==> src/rtl/dda_param_loader_pkg.sv <==
// dda_param_loader_pkg: register map, ctrl bit positions, FSM states and lane helper
package dda_param_loader_pkg;

    localparam logic [2:0] A_IC1      = 3'd0;
    localparam logic [2:0] A_IC2      = 3'd1;
    localparam logic [2:0] A_VKM      = 3'd2;
    localparam logic [2:0] A_VDM      = 3'd3;
    localparam logic [2:0] A_DT       = 3'd4;
    localparam logic [2:0] A_STEPS    = 3'd5;
    localparam logic [2:0] A_PRESCALE = 3'd6;
    localparam logic [2:0] A_CTRL     = 3'd7;

    localparam int C_LOAD = 0;
    localparam int C_RUN  = 1;
    localparam int C_STOP = 2;
    localparam int C_CLR  = 3;

    typedef enum logic [1:0] {S_IDLE, S_INIT, S_RUN, S_DONE} state_t;

    // number of byte lanes in an n-bit operand
    function automatic int lane_count(input int n);
        return n / 8;
    endfunction

endpackage

==> src/rtl/dda_param_loader_sync_edge_det.sv <==
// sync_edge_det: two-flop synchronizer for a pin-level strobe plus rising-edge pulse
module sync_edge_det (
    input  logic clk,
    input  logic rst_n,
    input  logic d,
    output logic pulse
);

    logic s1, s2, s3;

    // s1/s2 resynchronize the pin, s3 remembers the previous synchronized level
    always_ff @(posedge clk or negedge rst_n) begin
        if (!rst_n) {s3, s2, s1} <= 3'b000;
        else        {s3, s2, s1} <= {s2, s1, d};
    end

    assign pulse = s2 & ~s3;

endmodule

==> src/rtl/dda_param_loader.sv <==
// dda_param_loader: host byte-write register file and en/rst_n sequencer for the dda core
module dda_param_loader
    import dda_param_loader_pkg::*;
#(
    parameter int N  = 16,
    parameter int ES = 2
) (
    input  logic         clk,
    input  logic         rst_n,
    input  logic [7:0]   data_in,
    input  logic [2:0]   addr,
    input  logic [1:0]   lane,
    input  logic         wr,
    output logic [N-1:0] ic1,
    output logic [N-1:0] ic2,
    output logic [N-1:0] vK_M,
    output logic [N-1:0] vD_M,
    output logic [N-1:0] dt,
    output logic         dda_en,
    output logic         dda_rst_n,
    output logic         busy,
    output logic         done,
    output logic         err
);

    localparam int LANES = lane_count(N);

    if (!(N == 8 || N == 16 || N == 32) || ES < 0) begin : g_bad_param
        $error("dda_param_loader: N must be 8, 16 or 32 and ES non-negative");
    end

    state_t         state, state_next;
    logic [N-1:0]   ops [5];
    logic [15:0]    steps, remaining;
    logic [7:0]     prescale, prediv;
    logic           pulse, lane_ok, drop, ok, is_ctrl;
    logic           c_load, c_run, c_stop, c_clr, tick, last;

    sync_edge_det u_wr_sync (
        .clk   (clk),
        .rst_n (rst_n),
        .d     (wr),
        .pulse (pulse)
    );

    // a lane is legal only if it lies inside the addressed register's width
    always_comb begin
        lane_ok = (addr <= A_DT)    ? (32'(lane) < LANES) :
                  (addr == A_STEPS) ? (lane <= 2'd1) : (lane == 2'd0);
    end

    assign drop    = pulse & (~lane_ok | ((addr != A_CTRL) & busy));
    assign ok      = pulse & ~drop;
    assign is_ctrl = ok & (addr == A_CTRL);
    assign c_load  = is_ctrl & data_in[C_LOAD];
    assign c_run   = is_ctrl & data_in[C_RUN];
    assign c_stop  = is_ctrl & data_in[C_STOP];
    assign c_clr   = is_ctrl & data_in[C_CLR];
    assign tick    = (state == S_RUN) && (prediv == 8'd0);
    assign last    = tick && (steps != 16'd0) && (remaining == 16'd1);

    assign ic1  = ops[0];
    assign ic2  = ops[1];
    assign vK_M = ops[2];
    assign vD_M = ops[3];
    assign dt   = ops[4];

    // byte-lane writes into operand, step count and prescale registers
    always_ff @(posedge clk or negedge rst_n) begin
        if (!rst_n) begin
            for (int i = 0; i < 5; i++) ops[i] <= '0;
            steps    <= '0;
            prescale <= '0;
        end else if (ok) begin
            for (int i = 0; i < 5; i++)
                for (int l = 0; l < LANES; l++)
                    if (addr == 3'(i) && lane == 2'(l)) ops[i][8*l +: 8] <= data_in;
            for (int l = 0; l < 2; l++)
                if (addr == A_STEPS && lane == 2'(l)) steps[8*l +: 8] <= data_in;
            if (addr == A_PRESCALE) prescale <= data_in;
        end
    end

    // sticky drop flag, cleared only by a CLR command
    always_ff @(posedge clk or negedge rst_n) begin
        if (!rst_n)     err <= 1'b0;
        else if (c_clr) err <= 1'b0;
        else if (drop)  err <= 1'b1;
    end

    // step and prescale counters, armed on entry to RUN
    always_ff @(posedge clk or negedge rst_n) begin
        if (!rst_n) begin
            remaining <= '0;
            prediv    <= '0;
        end else if (state != S_RUN && state_next == S_RUN) begin
            remaining <= steps;
            prediv    <= '0;
        end else if (tick) begin
            prediv <= prescale;
            if (steps != 16'd0) remaining <= remaining - 16'd1;
        end else if (state == S_RUN) begin
            prediv <= prediv - 8'd1;
        end
    end

    // FSM state register
    always_ff @(posedge clk or negedge rst_n) begin
        if (!rst_n) state <= S_IDLE;
        else        state <= state_next;
    end

    // FSM next state; STOP outranks LOAD, which outranks RUN
    always_comb begin
        state_next = state;
        case (state)
            S_IDLE, S_DONE:
                state_next = (c_load && !c_stop) ? S_INIT :
                             (c_run  && !c_stop) ? S_RUN  :
                             c_clr               ? S_IDLE : state;
            S_INIT:  state_next = S_IDLE;
            S_RUN:   state_next = c_stop ? S_IDLE : last ? S_DONE : S_RUN;
            default: state_next = S_IDLE;
        endcase
    end

    // FSM outputs; a STOP committing this cycle suppresses the pending pulse
    always_comb begin
        busy      = (state == S_INIT) || (state == S_RUN);
        done      = (state == S_DONE);
        dda_rst_n = (state != S_INIT);
        dda_en    = (state == S_INIT) || (tick && !c_stop);
    end

endmodule
==> config.mk <==
export PLATFORM = sky130hd
export DESIGN_NAME = dda_param_loader
export DESIGN_NICKNAME = d
export VERILOG_FILES = /design/src/rtl/dda_param_loader_pkg.sv /design/src/rtl/dda_param_loader_sync_edge_det.sv /design/src/rtl/dda_param_loader.sv
export SDC_FILE = /design/constraint.sdc
export NUM_CORES = 1
export LEC_CHECK = 0
export CAP_MARGIN = 0
export CELL_PAD_IN_SITES_DETAIL_PLACEMENT = 1
export CELL_PAD_IN_SITES_GLOBAL_PLACEMENT = 2
export CORE_ASPECT_RATIO = 1.1
export CORE_UTILIZATION = 33
export CTS_CLUSTER_SIZE = 8
export DETAILED_ROUTE_END_ITERATION = 12
export PLACE_DENSITY = 0.74
export SLEW_MARGIN = 15
export SYNTH_ARGS = -nofsm -noshare
export SYNTH_HDL_FRONTEND = slang
export SYNTH_SLANG_ARGS = --single-unit
export TNS_END_PERCENT = 100
==> constraint.sdc <==
create_clock -name clk -period 2.5 [get_ports clk]
set_input_delay 0.5 -clock clk [delete_from_list [all_inputs] [get_ports clk]]
set_output_delay 0.5 -clock clk [all_outputs]
set_load 0.05 [all_outputs]
==> out/metrics.yaml, run 1 <==
end_kind: "output pin"
rsz0062_at_grt: "no"
cts_hold_buf: 0
critical_path_class: "in2out"
dpl.hpwl_um: 11700
synth_area_leaders: "dfrtp_1 57%, mux2_2 21%, xnor2_1 1.8%, ha_1 1.5%, nand2_1 1.1%"
cts.sinks: 134
clk_latency_ps: 420
path_clk_slew_ps: 50
cts_buffers: 17
timing.fmax_mhz: 416
cts_tree: "built"
wl_met2_um: 8550
die_area_sq_mm: 0.0185
first_pass_iters: 4
p_leak_nw: 3.75
synthCells: 447
slew_violations: 0
post-place-cells: 813
htree_levels: 4
area_delta_synth_final_pct: 37.3
slew_headroom_pct: 52.3
final-hold-violation-count: 0
cp.required_ps: 2000
outcome: "complete, no violations"
power_frac_clock_pct: 31.8
drt-met1-wl_um: 6860
startpoint_type: "input port"
port-buffer-count: 100
yosys.area.top_type_share_pct: 56.5
grt_usage_pct: 19.4
postSynth.asyncResetShare_pct: 100
synth_ff_type: "dfrtp_1"
die_x_um: 130
start_util_pct: 33.6
pwr-share-comb_pct: 31.1
yosysMostFrequentCell: "dfrtp_1"
max-vdd-ir-drop_mv: 0.442
switching_share_pct: 34.4
gp_congestion: 0.776
wl_um: 16600
utilization_pct: 46.1
grt_max_degree: 48
clockBufferDepth: 2
cts_root_buffer: "clkbuf_16"
die_h_um: 143
p_switching_w: 0.00264
nNetsFinal: 617
synth_warnings: 0
drive_gt1_share_pct: 35.0
seq_power_share_pct: 37.1
syn-num-nets: 470
drt_iter0_drc: 97
fin_crit_sh_pct: 96.1
synth-seq-cells: 134
diodes: 0
num_vias: 4150
finalSetupViolCount: 0
yosys.cell_types.count: 59
drv_cap: 0
instances_no_fill: 843
post_drt_wl_per_cell_um: 19.7
synth_area_leader_cell: "dfrtp_1"
cp.arrival_ps: 1900
power_density_mw_per_mm2: 944
critPathMaxFanout: 5
routed.top_layer: "met4"
avgSynthCellArea_sq_um: 13.3
yosys-top-cells-count: "134 x dfrtp_1, 109 x mux2_2, 18 x nand2_1"
hold_class: "in2async"
ys_seq_area_share_pct: 56.5
tightest_slew_ps: 714
synth_area_sq_mm: 0.00593
num-fill-cells: 1841
core_sq_mm: 0.0177
synth_edf_count: 0
vias_per_cell: 4.92
num_io_pins: 101
rows: 51
postRouteAntennaNets: 0
overflow: 0
finClkSkew_ps: 6.38
drc: 0
grt_pass1_wl_um: 26600
period_needed_ps: 2400
antenna_found_initial: 0
grt_pass1_vias: 4715
p_int_w: 0.00505
wl_met3_um: 886
power groups by stage:
stage / registers [W] / clock network, W / logic [W]
final: 0.00285 / 0.00245 / 0.00239
after global routing: 0.00290 / 0.00259 / 0.00257
after CTS: 0.00285 / 0.00251 / 0.00241
after detailed placement: 0.00288 / 0 / 0.00239
after global placement: 0.00286 / 0 / 0.00234
after floorplan: 0.00327 / 0 / 0.00109
state kept, by name, summed over array words and instances, names as in the netlist:
signal / flops
dt: 16
ic1: 16
ic2: 16
remaining: 16
steps: 16
vD_M: 16
vK_M: 16
prediv: 8
prescale: 8
state: 2
err: 1
u_wr_sync.s1: 1
u_wr_sync.s2: 1
u_wr_sync.s3: 1
critical path, stage by stage:
cell	delay [ps]
clkdlybuf4s50_1	540
and3b_2	250
and3_2	240
nand2_1	80
nand2_1	60
nand2_1	50
buf_4	180
what timing repair did:
action                                 CTS  global route
pin swaps                                0             0
setup buffers                            0             0
gates resized for setup                  1             5
setup endpoints to repair                1             9
endpoints found under the hold margin    0             0
cell families (layout without fill, tap and decap cells):
family	after synthesis	after routing	share of synthesized area (%)
flip-flops	134	134	56.5
multiplexers	113	113	21.4
AND/OR/NAND/NOR	105	105	11.3
AO/OA/AOI/OAI	46	46	5.36
buffers and inverters	28	186	1.84
XOR/XNOR	14	14	2.07
adder cells (fa/ha/maj)	7	7	1.48
cells in the final DEF, fill, tap and decap left out, types with 11 or more instances in the layout:
master           count
o21ai_0             11
buf_4               43
xnor2_1             12
clkdlybuf4s50_1     96
mux2_2             109
clkbuf_16           17
nand2_1             18
dfrtp_1            134
area by class of cell:
cell class	instances	area, sq um	area share [%]
clock buffers	20	457	5.61
clock inverters	10	123	1.51
inverters	12	47.5	0.584
multi-input cells	285	2490	30.6
flip-flops and latches	134	3350	41.2
well taps	238	298	3.66
repair buffers	144	1370	16.9
metrics by stage:
step                      TNS, ps  hold WS (ps)  instance area (sq um)  total power [W]  setup WS (ps)
final                           0          94.5                   8140          0.00769           98.4
after global routing            0           137                   8140          0.00806           4.88
after CTS                       0           110                   8130          0.00777           32.1
after detailed placement    -4100           362                   7550          0.00528           -138
after global placement       -223           346                   7550          0.00519          -45.7
after floorplan                 0           204                   5950          0.00436           68.6
routing by layer:
metal  vias to the layer above  GRT usage (%)
li1                       1921              -
met1                      2120           22.5
met2                        86           33.5
met3                        23           6.43
met4                         0           6.00
met5                         -              0
worst paths after layout:
path                                   startpoint                         to  slack (ps)  cells past startpoint
max                                       addr[2]                     dda_en         100                      7
min                                         rst_n  remaining[11]$_DFFE_PN0P_          90                      1
max reg2reg                    state[1]$_DFF_PN0_         ic2[2]$_DFFE_PN0P_         110                      7
min reg2reg                u_wr_sync.s1$_DFF_PN0_     u_wr_sync.s2$_DFF_PN0_         360                      0
max in group asynchronous                   rst_n        ic1[14]$_DFFE_PN0P_        1690                      2
min in group clk           u_wr_sync.s1$_DFF_PN0_     u_wr_sync.s2$_DFF_PN0_         360                      0
(Power assumes the default switching activity.)
==> run 2: changes to the inputs <==
Settings changed: SLEW_MARGIN 15 to 30.
==> results of run 2 <==
Final layout, timing and power as in run 1 (identical DEF).
